## src/rtl/max_result_tx_pkg.sv

```systemverilog
// Shared types and frame layout for the peak-result UART transmitter.
// frame_byte() is the single place that defines the six-byte frame contents.
package max_tx_pkg;

  localparam logic [7:0] SYNC_BYTE   = 8'hA5;
  localparam int         FRAME_BYTES = 6;

  typedef enum logic [2:0] {
    IDLE  = 3'd0,
    START = 3'd1,
    DATA  = 3'd2,
    STOP  = 3'd3,
    DONE  = 3'd4
  } state_t;

  // Frame layout: sync, pos[8], pos[7:0], val[9:8], val[7:0], XOR of bytes 1..4.
  function automatic logic [7:0] frame_byte(input logic [2:0] idx,
                                            input logic [8:0] pos,
                                            input logic [9:0] val);
    logic [7:0] b1, b2, b3, b4;
    logic [7:0] res;
    b1 = {7'b0, pos[8]};
    b2 = pos[7:0];
    b3 = {6'b0, val[9:8]};
    b4 = val[7:0];
    case (idx)
      3'd0:    res = SYNC_BYTE;
      3'd1:    res = b1;
      3'd2:    res = b2;
      3'd3:    res = b3;
      3'd4:    res = b4;
      3'd5:    res = b1 ^ b2 ^ b3 ^ b4;
      default: res = 8'h00;
    endcase
    return res;
  endfunction

endpackage

```

## src/rtl/max_result_tx_if.sv

```systemverilog
// Bundle between the max latch stage and the result transmitter.
// latch is a 1-cycle strobe qualifying max_pos/max_val; there is no back-pressure, busy/overrun report status.
interface max_result_tx_if;
  import max_tx_pkg::*;

  logic       latch;
  logic [8:0] max_pos;
  logic [9:0] max_val;
  logic       tx;
  logic       busy;
  logic       overrun;
  state_t     state;

  modport master (
    output latch, max_pos, max_val,
    input  tx, busy, overrun, state
  );

  modport slave (
    input  latch, max_pos, max_val,
    output tx, busy, overrun, state
  );
endinterface

```

## src/rtl/max_result_tx.sv

```systemverilog
// Sends each latched peak position/value as a 6-byte 8N1 UART frame.
// A one-deep pending buffer holds a result that arrives while a frame is on the line.
module max_result_tx
  import max_tx_pkg::*;
#(
  parameter int CLKS_PER_BIT = 100
) (
  input logic           clk,
  input logic           rst_n,
  max_result_tx_if.slave bus
);

  localparam int            CW        = $clog2(CLKS_PER_BIT);
  localparam logic [CW-1:0] BIT_LAST  = CW'(CLKS_PER_BIT - 1);
  localparam logic [2:0]    LAST_BYTE = 3'(FRAME_BYTES - 1);

  state_t        state_q;
  logic [CW-1:0] bit_cnt;
  logic [2:0]    bit_idx;
  logic [2:0]    byte_idx;
  logic [8:0]    pos_q;
  logic [9:0]    val_q;
  logic [8:0]    pend_pos;
  logic [9:0]    pend_val;
  logic          pend_valid;
  logic          tx_q;
  logic          overrun_q;

  logic [7:0] cur_byte;
  logic [2:0] next_bit;
  logic       bit_end;
  logic       on_line;

  assign cur_byte = frame_byte(byte_idx, pos_q, val_q);
  assign next_bit = bit_idx + 3'd1;
  assign bit_end  = (bit_cnt == BIT_LAST);
  assign on_line  = (state_q == START) || (state_q == DATA) || (state_q == STOP);

  assign bus.tx      = tx_q;
  assign bus.busy    = (state_q != IDLE) | pend_valid;
  assign bus.overrun = overrun_q;
  assign bus.state   = state_q;

  always_ff @(posedge clk or negedge rst_n) begin
    if (!rst_n) begin
      state_q    <= IDLE;
      bit_cnt    <= '0;
      bit_idx    <= 3'd0;
      byte_idx   <= 3'd0;
      pos_q      <= 9'd0;
      val_q      <= 10'd0;
      pend_pos   <= 9'd0;
      pend_val   <= 10'd0;
      pend_valid <= 1'b0;
      tx_q       <= 1'b1;
      overrun_q  <= 1'b0;
    end else begin
      overrun_q <= 1'b0;
      case (state_q)
        IDLE: begin
          if (bus.latch) begin
            pos_q    <= bus.max_pos;
            val_q    <= bus.max_val;
            byte_idx <= 3'd0;
            bit_cnt  <= '0;
            tx_q     <= 1'b0;
            state_q  <= START;
          end
        end
        START: begin
          if (bit_end) begin
            bit_cnt <= '0;
            bit_idx <= 3'd0;
            tx_q    <= cur_byte[0];
            state_q <= DATA;
          end else begin
            bit_cnt <= bit_cnt + 1'b1;
          end
        end
        DATA: begin
          if (bit_end) begin
            bit_cnt <= '0;
            if (bit_idx == 3'd7) begin
              tx_q    <= 1'b1;
              state_q <= STOP;
            end else begin
              bit_idx <= next_bit;
              tx_q    <= cur_byte[next_bit];
            end
          end else begin
            bit_cnt <= bit_cnt + 1'b1;
          end
        end
        STOP: begin
          if (bit_end) begin
            bit_cnt <= '0;
            if (byte_idx < LAST_BYTE) begin
              byte_idx <= byte_idx + 3'd1;
              tx_q     <= 1'b0;
              state_q  <= START;
            end else begin
              state_q <= DONE;
            end
          end else begin
            bit_cnt <= bit_cnt + 1'b1;
          end
        end
        DONE: begin
          byte_idx <= 3'd0;
          bit_cnt  <= '0;
          // Older pending data goes out first; a coincident latch refills pending.
          if (pend_valid) begin
            pos_q   <= pend_pos;
            val_q   <= pend_val;
            tx_q    <= 1'b0;
            state_q <= START;
            if (bus.latch) begin
              pend_pos <= bus.max_pos;
              pend_val <= bus.max_val;
            end else begin
              pend_valid <= 1'b0;
            end
          end else if (bus.latch) begin
            pos_q   <= bus.max_pos;
            val_q   <= bus.max_val;
            tx_q    <= 1'b0;
            state_q <= START;
          end else begin
            state_q <= IDLE;
          end
        end
        default: begin
          tx_q    <= 1'b1;
          state_q <= IDLE;
        end
      endcase

      if (bus.latch && on_line) begin
        pend_pos   <= bus.max_pos;
        pend_val   <= bus.max_val;
        pend_valid <= 1'b1;
        if (pend_valid) overrun_q <= 1'b1;
      end
    end
  end

endmodule

```

## src/flat_wrapper.sv

```systemverilog
// flat-port wrapper written by rule: the top's interface ports become plain ports
module max_result_tx_flat import max_tx_pkg::*;
#(
  parameter int CLKS_PER_BIT = 100
)
  (clk, rst_n, bus_latch, bus_max_pos, bus_max_val, bus_tx, bus_busy, bus_overrun, bus_state);
  max_result_tx_if bus_i ();
  input logic clk;
  input logic rst_n;
  input wire logic [$bits(bus_i.latch)-1:0] bus_latch;
  input wire logic [$bits(bus_i.max_pos)-1:0] bus_max_pos;
  input wire logic [$bits(bus_i.max_val)-1:0] bus_max_val;
  output wire logic [$bits(bus_i.tx)-1:0] bus_tx;
  output wire logic [$bits(bus_i.busy)-1:0] bus_busy;
  output wire logic [$bits(bus_i.overrun)-1:0] bus_overrun;
  output wire logic [$bits(bus_i.state)-1:0] bus_state;
  assign bus_i.latch = bus_latch;
  assign bus_i.max_pos = bus_max_pos;
  assign bus_i.max_val = bus_max_val;
  assign bus_tx = bus_i.tx;
  assign bus_busy = bus_i.busy;
  assign bus_overrun = bus_i.overrun;
  assign bus_state = bus_i.state;
  max_result_tx #(.CLKS_PER_BIT(CLKS_PER_BIT)) u_core (.clk(clk), .rst_n(rst_n), .bus(bus_i));
endmodule
```

## config.mk

```make
export PLATFORM = sky130hd
export DESIGN_NAME = max_result_tx_flat
export DESIGN_NICKNAME = d
export VERILOG_FILES = /design/src/rtl/max_result_tx_pkg.sv /design/src/rtl/max_result_tx_if.sv /design/src/rtl/max_result_tx.sv /design/src/flat_wrapper.sv
export SDC_FILE = /design/constraint.sdc
export NUM_CORES = 1
export LEC_CHECK = 0
export ABC_AREA = 1
export ABC_CLOCK_PERIOD_IN_PS = 4500
export BUFFER_PORTS_ARGS = -buffer_cell sky130_fd_sc_hd__buf_2
export CAP_MARGIN = 40
export CORE_UTILIZATION = 64
export CTS_CLUSTER_DIAMETER = 60
export DETAILED_ROUTE_END_ITERATION = 10
export PLACE_DENSITY_LB_ADDON = 0.3
export SLEW_MARGIN = 10
export SYNTH_ARGS = -nofsm -noshare
export SYNTH_HDL_FRONTEND = slang
export SYNTH_SLANG_ARGS = --single-unit
```

## constraint.sdc

```tcl
create_clock -name clk -period 4.5 [get_ports clk]
set_clock_uncertainty 0.1 [all_clocks]
set_input_delay 0.675 -clock clk [delete_from_list [all_inputs] [get_ports clk]]
set_output_delay 0.675 -clock clk [all_outputs]
set_load 0.03 [all_outputs]
```

# Word level (Yosys, flattened, before mapping)
# Index checks and enable logic that the tools add are counted.
# W data, S select, Z words.
# word_totals
regBits,57
inputBits,22
output_inout_bits,6
word_cells,109
# classes
n_addsub,3
order_cmp,2
n_eq_ne,18
muxes,51
bitwise_logic,4
reduce_logical,20
# ops
operator,count
$mux W10,6
$mux W9,6
$pmux W8 S6,1
$mux W3,13
$pmux W7 S3,1
$pmux W10 S2,1
$pmux W9 S2,1
$mux W1,15
$pmux W3 S5,1
$mux W7,2
$eq A3 B2 Y1 const B,4
$eq A3 B3 Y1 const B,4
$reduce_and A4 Y1,3
$reduce_bool A2 Y1,5
$pmux W3 S3,1
$reduce_bool A3 Y1,3
$ne A2 B2 Y1 const B,4
$xor A1 B8 Y8,1
$xor A8 B2 Y8,1
$xor A8 B8 Y8,1
$add A7 B1 Y7 const B,1
$eq A7 B7 Y1 const B,1
$add A3 B1 Y3 const B,2
$eq A3 B1 Y1 const B,2
14 further kinds,18

# Longest topological paths before layout
# Gate-level depths: netlist of the first run.
# depth
ltp_word,9
depth_mapped,11
depth_no_buf,11

# Worst setup path after synthesis of the first run
# No wires, ideal clock.
# synth_path
kind,reg-to-output
startpoint,register u_core.state_q[0] (netlist: u_core.bus.state[0])
endpoint,output bus_busy
arrival_time_ps,1104
required_time_ps,3725
path_slack_ps,2621
path_stages_with_launch,5
path_buffers,0
path_cell_list,dfrtp_1 -> nor2_4 -> inv_2 -> nor2_1 -> nand2_1
# synth_between
elab_chain_len,2
# synth_rtl
element,line,source
"start, declared",max_result_tx.sv:17,state_t state_q;
"start signal, assigned",max_result_tx.sv:46,state_q <= IDLE;
"start signal, assigned",max_result_tx.sv:67,state_q <= START;
"start signal, assigned",max_result_tx.sv:75,state_q <= DATA;
$reduce_bool A3 Y1,max_result_tx.sv:40,assign bus.busy = (state_q != IDLE) | pend_valid;
$or A1 B1 Y1,max_result_tx.sv:40,
"end, declared",flat_wrapper.sv:14,output wire logic [$bits(bus_i.busy)-1:0] bus_busy;
# Every way passes these cells.

# Final worst setup path of the first run
# layout_path
startpoint,register u_core.state_q[0] (netlist: u_core.bus.state[0])
endpoint,register u_core.pend_val[2]
# layout_between
elab_chain_len,6
word_cells_on_any_way,12
cone_classes,eq/ne (4); mux (1); reduce/logical (7)
# layout_rtl
element,line,source
$eq A3 B1 Y1 or $eq A3 B2 Y1 (tied branches),max_result_tx.sv:37,assign on_line = (state_q == START) || (state_q == DATA) || (state_q == STOP);
$logic_or A1 B1 Y1 (2 in a row),max_result_tx.sv:37,
$logic_and A1 B1 Y1,max_result_tx.sv:138,if (bus.latch && on_line) begin
$reduce_bool A2 Y1 (no source line),--,
$reduce_and A3 Y1 (no source line),--,
"end signal, assigned",max_result_tx.sv:119,pend_val <= bus.max_val;
"end signal, assigned",max_result_tx.sv:140,pend_val <= bus.max_val;
"end, declared",max_result_tx.sv:24,logic [9:0] pend_val;
# Parallel ways exist; a longest one is shown, timed or not.
# A chain may end at the register's enable or synchronous reset.

==> qor.csv, run 1 <==
stage,metric,value,unit
drt,firstDrtPassIters,5,
timing,hold_viol_final,0,
timing,period_minus_slack,2.75,ns
clock_tree,cts_inserted_buffers,9,
synthesis,ys_ff_latch,57,
placement,dp.cells,494,
grt,grt_use_total,33.7,%
layout,finalInstanceArea,3580,sq um
placement,gp_congestion,0.910,
worst_setup_path,reg2reg_from,u_core.bus.state[0],
synthesis,syn-cell-area,3200,sq um
timing,grt_setup_unrepaired,false,
clock_tree,cts_resized,0,
power_and_ir_drop,power_density,301,nW/um^2
power_and_ir_drop,ir_drop,0.258,mV
floorplanning,die_y,72.7,um
synthesis,synth_edf_count,0,
placement,portBuffers,27,
synthesis,yosysWarnings,0,
clock_tree,cts_sinks,57,
synthesis,synth_flop_cell,dfrtp_1,
clock_tree,clkTransAtPathRegs,0.07,ns
floorplanning,core_area,4750,sq um
job,drv_cap,0,
grt,grt_max_degree,58,
synthesis,avgSynthCellArea,7.77,sq um
timing,worstMarginPinSlew,0.719,ns
timing,setup_viol,0,
worst_setup_path,crit_chain,nor2_4 -> inv_2 -> nor2_4 -> nand2_4 -> nand2_1 -> nand2_1 -> buf_16 -> nor2_1 -> a21oi_2,
synthesis,synth_cell_types,38,
worst_setup_path,cp-startpoint,u_core.bus.state[0],
synthesis,seq_area_frac_synth,44.6,%
timing,tns,0,ns
timing,slew_violations,0,
worst_setup_path,critPathMaxStageDelay,0.45,ns
timing,fmax,364,MHz
floorplanning,start_util,67.3,%
clock_tree,ctsHoldBuffers,0,
placement,postPlaceCellArea,3380,sq um
drt,wire_per_inst,15.4,um
synthesis,synth_top_cells_by_area,"dfrtp_1 (44%), nand2_1 (10%), nand3_1 (8.3%), inv_1 (6.9%), o21ai_0 (4.8%)",
clock_tree,insertion_delay,0.35,ns
drt,dr.first_iter.drc_count,455,
worst_setup_path,cpMaxStageDelayCell,dfrtp_1,
drt,antenna_left,0,
floorplanning,rows,25,
worst_setup_path,start_kind,register,
synthesis,syn_inst,412,
placement,dpl.hpwl,5570,um
synthesis,yosys.area.top_type,dfrtp_1,
drt,viasPerCell,5.83,
clock_tree,cts_buffer_depth,2,
synthesis,synth_nets,442,
layout,n_antenna_cell,0,
synthesis,synth_top_area_share,43.8,%
layout,area_growth,11.8,%
worst_setup_path,path_max_fanout,28,
grt,grt_pass1_wl,13300,um
worst_hold_path,hp-class,in -> async,
worst_setup_path,crit_path_end_kind,register,
grt,antenna_found_initial,0,
layout,drive_above_1_share,14.2,%
clock_tree,cts_setup_buffers,0,
drt,routed_wirelength,7840,um
timing,slew_headroom,52.1,%
layout,nets,468,
worst_setup_path,critical_path_class,reg -> reg,
timing,holdWs,0.362,ns
clock_tree,tritoncts,done,
drt,remaining_drc_errors,0,
clock_tree,htree_levels,3,
floorplanning,chipWidth,72.7,um
timing,setup_slack,1.75,ns
placement,dpl_worst_slack,1.84,ns
synthesis,postSynth.asyncResetShare,100,%
grt,grt_pass1_vias,2836,
clock_tree,cts-root-buf,clkbuf_8,
power_and_ir_drop,cellLeakagePower,1.72,nW
timing,period_share,61.1,%
floorplanning,io-pin-count,28,
status,status,"finished, final reports clean",
layout,finalNonFillerCells,510,
drt,vias,2975,
grt,gr-total-overflow,0,
worst_setup_path,critical_path_arrival,2.87,ns
floorplanning,die_area,5290,sq um
worst_setup_path,required,4.62,ns
[sequential cells by signal (all words and copies together), names as in the netlist]
signal and count:
u_core.bit_cnt 7, u_core.bit_idx 3, u_core.bus.overrun 1, u_core.bus.state 3, u_core.bus.tx 1, u_core.byte_idx 3
u_core.pend_pos 9, u_core.pend_val 10, u_core.pend_valid 1, u_core.pos_q 9, u_core.val_q 10
[worst paths after layout]
kind / to / slack, ns / cells past startpoint
min in group clk: u_core.pend_pos[4] / 0.39 / 2
max reg2reg: u_core.pend_val[2] / 1.75 / 9
min reg2reg: u_core.pend_pos[4] / 0.39 / 2
min: u_core.pos_q[2] / 0.36 / 2
max: u_core.pend_val[2] / 1.75 / 9
max in group asynchronous: u_core.bus.overrun / 3.45 / 2
[through the flow]
step	power [W]	util (%)
CTS	0.00108	75.3
finish	0.00108	75.3
floorplan	0.000571	-
global placement	0.000597	70.6
global route	0.00110	75.3
detailed placement	0.000602	71.1
[kinds of logic (layout without fill, tap and decap cells)]
family          after synthesis  in the layout  synth area share [%]
fa+ha+maj                     8              8                  3.13
xor+xnor                      1              1                 0.274
flops                        57             57                  44.6
buf+inv                      78            109                  9.81
simple gates                183            183                  24.9
compound gates               85             85                  17.4
[critical path: cells and delay by family (launching register included)]
family / cells / cell delay [ns]
buffers and inverters: 2 / 0.51
AOI/OAI and AO/OA: 1 / 0.04
DFF: 1 / 0.45
and+or+nand+nor: 6 / 1.52
[power by group]
part | switching [W] | leakage, nW | internal (W)
Sequential | 0.00000761 | 0.613 | 0.000528
Combinational | 0.0000390 | 1.01 | 0.0000191
Clock | 0.000215 | 0.0953 | 0.000269
[layout by cell type (no fill, tap or decap), types with 2 or more instances in the layout]
| cell type | synthesis | layout |
|---|---|---|
| nor2_1 | 30 | 30 |
| o31ai_1 | 4 | 4 |
| nand3_1 | 53 | 53 |
| a21oi_1 | 7 | 7 |
| dfrtp_1 | 56 | 56 |
| a21oi_2 | 8 | 8 |
| o211ai_1 | 12 | 12 |
| nor2_2 | 2 | 2 |
| inv_1 | 59 | 59 |
| inv_2 | 4 | 4 |
| o22ai_1 | 6 | 6 |
| clkinv_2 | 0 | 2 |
| o21ai_1 | 3 | 3 |
| nor3_1 | 4 | 4 |
| o21ai_0 | 31 | 31 |
| buf_2 | 2 | 27 |
| nand2_1 | 88 | 88 |
| nor2_4 | 2 | 2 |
| ha_1 | 8 | 8 |
| nand3b_1 | 2 | 2 |
| a32o_1 | 2 | 2 |
| clkinvlp_4 | 0 | 2 |
| o311ai_0 | 4 | 4 |
| clkbuf_8 | 0 | 10 |
[final cells by class]
class | count | area [sq um]
Multi-Input combinational cell | 277 | 1460
Tap cell | 67 | 83.8
Inverter | 64 | 240
Clock inverter | 5 | 55.1
Timing Repair Buffer | 29 | 170
Sequential cell | 57 | 1430
Clock buffer | 11 | 141
Fill cell | 360 | 1180
[cell usage after synthesis, drive strengths merged (5+ instances only)]
master and instances:
ha 8, inv 63, a21oi 15, clkbuf 8, buf 6, o21ai 34, o311ai 5, o211ai 12
nor2 34, o22ai 6, dfrtp 56, nand2 89, nand3 53
[per-layer routing]
metal | GRT usage [%] | vias up | wire length (um)
met2 | 49.7 | 150 | 3440
met1 | 47.0 | 1362 | 3550
met5 | 0 | - | 0
met3 | 6.77 | 35 | 554
li1 | - | 1428 | -
met4 | 18.7 | 0 | 289
Power figures use the tool's default switching activity.
==> run 2: changes to the inputs <==
--- a/config.mk
+++ b/config.mk
@@ -6,10 +6,10 @@
 export NUM_CORES = 1
 export LEC_CHECK = 0
 export ABC_AREA = 1
-export ABC_CLOCK_PERIOD_IN_PS = 4500
+export ABC_CLOCK_PERIOD_IN_PS = 2620
 export BUFFER_PORTS_ARGS = -buffer_cell sky130_fd_sc_hd__buf_2
 export CAP_MARGIN = 40
-export CORE_UTILIZATION = 64
+export CORE_UTILIZATION = 59
 export CTS_CLUSTER_DIAMETER = 60
 export DETAILED_ROUTE_END_ITERATION = 10
 export PLACE_DENSITY_LB_ADDON = 0.3
==> constraint.sdc (replaced) <==
create_clock -name clk -period 2.62 [get_ports clk]
set_clock_uncertainty 0.1 [all_clocks]
set_input_delay 0.393 -clock clk [delete_from_list [all_inputs] [get_ports clk]]
set_output_delay 0.393 -clock clk [all_outputs]
set_load 0.03 [all_outputs]
==> run 2 against run 1 <==
Against the previous run:
- flip-flop and latch count is the same
- hold slack lost 0.15 ns
- die area grew 8.2%
- routed wire length grew 1.9%
- final cell count grew 1.6%
- core utilization shrank 5.3 points
- combinational power grew 72%
- register-to-register slack lost 1.3 ns
==> qor.csv, run 2 (synthesized netlist as in run 1, its figures left out) <==
stage,metric,value,unit,change
job,drv_cap,0,,unchanged
timing,slew_violations,0,,unchanged
clock_tree,cts_buffer_depth,2,,unchanged
layout,fin_util,70.0,%,was 75.3%
floorplanning,chipWidth,75.7,um,was 72.7 um
layout,final_common_cell,nand2_1,,unchanged
worst_setup_path,critical_path_class,reg -> out,,was reg -> reg
timing,fmax,459,MHz,
drt,routed_wirelength,7990,um,was 7840 um
power_and_ir_drop,power_density,511,nW/um^2,was 301 nW/um^2
worst_hold_path,hp-class,in -> reg,,was in -> async
clock_tree,clkTransAtPathRegs,0.07,ns,about the same
clock_tree,cts_setup_buffers,0,,unchanged
power_and_ir_drop,swShare,23.1,%,was 24.3%
worst_setup_path,critPathMaxStageDelay,0.45,ns,about the same
layout,nets,474,,was 468
worst_setup_path,reg2reg_from,u_core.bus.state[0],,unchanged
placement,gp_congestion,0.940,,was 0.910
timing,worstMarginPinSlew,0.566,ns,was 0.719 ns
worst_setup_path,critical_path_arrival,1.69,ns,was 2.87 ns
clock_tree,htree_levels,3,,unchanged
grt,gr-total-overflow,0,,unchanged
grt,grt_use_total,31.2,%,was 33.7%
clock_tree,insertion_delay,0.34,ns,was 0.35 ns
floorplanning,die_area,5730,sq um,was 5290 sq um
floorplanning,start_util,61.9,%,was 67.3%
worst_setup_path,crit_path_end_kind,output port,,was register
worst_setup_path,crit_chain,nor2_4 -> inv_2 -> nor2_1 -> nand2_1 -> buf_2,,was nor2_4 -> inv_2 -> nor2_4 -> nand2_4 -> nand2_1 -> nand2_1 -> buf_16 -> nor2_1 -> a21oi_2
floorplanning,die_y,75.7,um,was 72.7 um
drt,firstDrtPassIters,5,,unchanged
drt,antenna_left,0,,unchanged
grt,grt_max_degree,28,,was 58
layout,largestRegisters,"u_core.pend_val x10, u_core.val_q x10",,unchanged
clock_tree,cts_sinks,57,,unchanged
timing,holdWs,0.209,ns,was 0.362 ns
power_and_ir_drop,power.share.combinational,5.4,%,about the same
floorplanning,core_area,5170,sq um,was 4750 sq um
layout,finalInstanceArea,3620,sq um,was 3580 sq um
worst_setup_path,path_max_fanout,12,,was 28
drt,remaining_drc_errors,0,,unchanged
power_and_ir_drop,switching_power,0.000428,W,was 0.000262 W
worst_setup_path,cp-startpoint,u_core.bus.state[0],,unchanged
power_and_ir_drop,p_total,0.00185,W,was 0.00108 W
drt,dr.first_iter.drc_count,459,,was 455
clock_tree,cts_resized,0,,unchanged
clock_tree,cts-root-buf,clkbuf_8,,unchanged
worst_hold_path,min_from,bus_max_val[4],,
placement,dpl.hpwl,5640,um,was 5570 um
grt,antenna_found_initial,0,,unchanged
timing,setup_viol,0,,unchanged
drt,viasPerCell,5.90,,was 5.83
floorplanning,rows,26,,was 25
worst_setup_path,start_kind,register,,unchanged
timing,hold_viol_final,0,,unchanged
power_and_ir_drop,cellLeakagePower,1.75,nW,was 1.72 nW
clock_tree,ctsHoldBuffers,1,,was 0
timing,tns,0,ns,unchanged
layout,n_antenna_cell,0,,unchanged
power_and_ir_drop,power.share.clock,45.0,%,was 44.9%
power_and_ir_drop,p_int,0.00142,W,was 0.000816 W
placement,portBuffers,27,,unchanged
worst_setup_path,cpMaxStageDelayCell,dfrtp_1,,unchanged
placement,postPlaceCellArea,3420,sq um,was 3380 sq um
power_and_ir_drop,ir_drop,0.579,mV,was 0.258 mV
grt,grt_pass1_wl,13100,um,was 13300 um
power_and_ir_drop,p_seq_share,49.6,%,was 49.7%
worst_setup_path,required,2.13,ns,was 4.62 ns
layout,area_growth,13.1,%,was 11.8%
grt,grt_pass1_vias,2777,,was 2836
layout,drive_above_1_share,15.0,%,was 14.2%
timing,period_minus_slack,2.18,ns,
floorplanning,io-pin-count,28,,unchanged
drt,vias,3058,,was 2975
timing,period_share,83.2,%,
drt,wire_per_inst,15.4,um,about the same
layout,nFillCells,408,,was 360
status,status,"finished, final reports clean",,unchanged
clock_tree,cts_inserted_buffers,9,,unchanged
clock_tree,tritoncts,done,,unchanged
timing,grt_setup_unrepaired,false,,unchanged
timing,slew_headroom,62.3,%,was 52.1%
layout,most-common-layout-cells,"nand2_1 (88), inv_1 (59), dfrtp_1 (56), nand3_1 (53), o21ai_0 (31)",,unchanged
-- run 2: cell count changes in the layout (fill, tap and decap cells not counted) --
cell	change
buf_16	-1
buf_4	+5
buf_12	+1
dlygate4sd3_1	+1
clkinvlp_4	-2
clkbuf_8	+1
-- run 2: worst paths after layout --
check                                endpoint  slack (ns)  cells after the start
setup / recovery                     bus_busy        0.44                      5
hold reg to reg            u_core.pend_pos[3]        0.40                      2
setup reg to reg           u_core.pend_val[2]        0.45                      9
hold / removal             u_core.pend_val[4]        0.21                      3
min in group asynchronous  u_core.pend_pos[5]        0.45                      2
max in group asynchronous       u_core.bus.tx        1.29                      3
-- run 2: final cells by class --
cell class | instances | area (sq um) | share of cell area (%)
Timing Repair Buffer | 35 | 210 | 5.81
Multi-Input combinational cell | 277 | 1460 | 40.3
Sequential cell | 57 | 1430 | 39.4
Clock inverter | 3 | 40.0 | 1.11
Tap cell | 70 | 87.6 | 2.42
Clock buffer | 12 | 155 | 4.28
Inverter | 64 | 240 | 6.63
-- run 2: metrics by stage --
stage | instances | setup WS (ns)
detailed placement | 502 | 0.503
CTS | 518 | 0.458
finish | 518 | 0.440
global route | 518 | 0.326
floorplan | 412 | 0.873
global placement | 502 | 0.624
-- run 2: worst max-delay path, delay by kind of cell (launching register included) --
kind | cells | cell delay (ns)
buffers and inverters | 2 | 0.36
flip-flops | 1 | 0.45
AND/OR/NAND/NOR | 3 | 0.54
-- run 2: metal layers --
| metal | routed length (um) | up-vias | track usage (%) | part of all wire (%) |
|---|---|---|---|---|
| met5 | 0 | - | 0 | 0 |
| li1 | - | 1431 | - | - |
| met3 | 570 | 24 | 7.41 | 7.1 |
| met4 | 198 | 0 | 11.5 | 2.5 |
| met2 | 3720 | 176 | 47.9 | 47 |
| met1 | 3500 | 1427 | 43.4 | 44 |
-- run 2: power by group through the flow --
stage / clock network (W) / registers, W / logic [W]
finish: 0.000834 / 0.000918 / 0.0000997
global route: 0.000873 / 0.000921 / 0.000113
CTS: 0.000840 / 0.000918 / 0.000101
detailed placement: 0 / 0.000934 / 0.0000991
global placement: 0 / 0.000933 / 0.0000951
floorplan: 0 / 0.000933 / 0.0000486
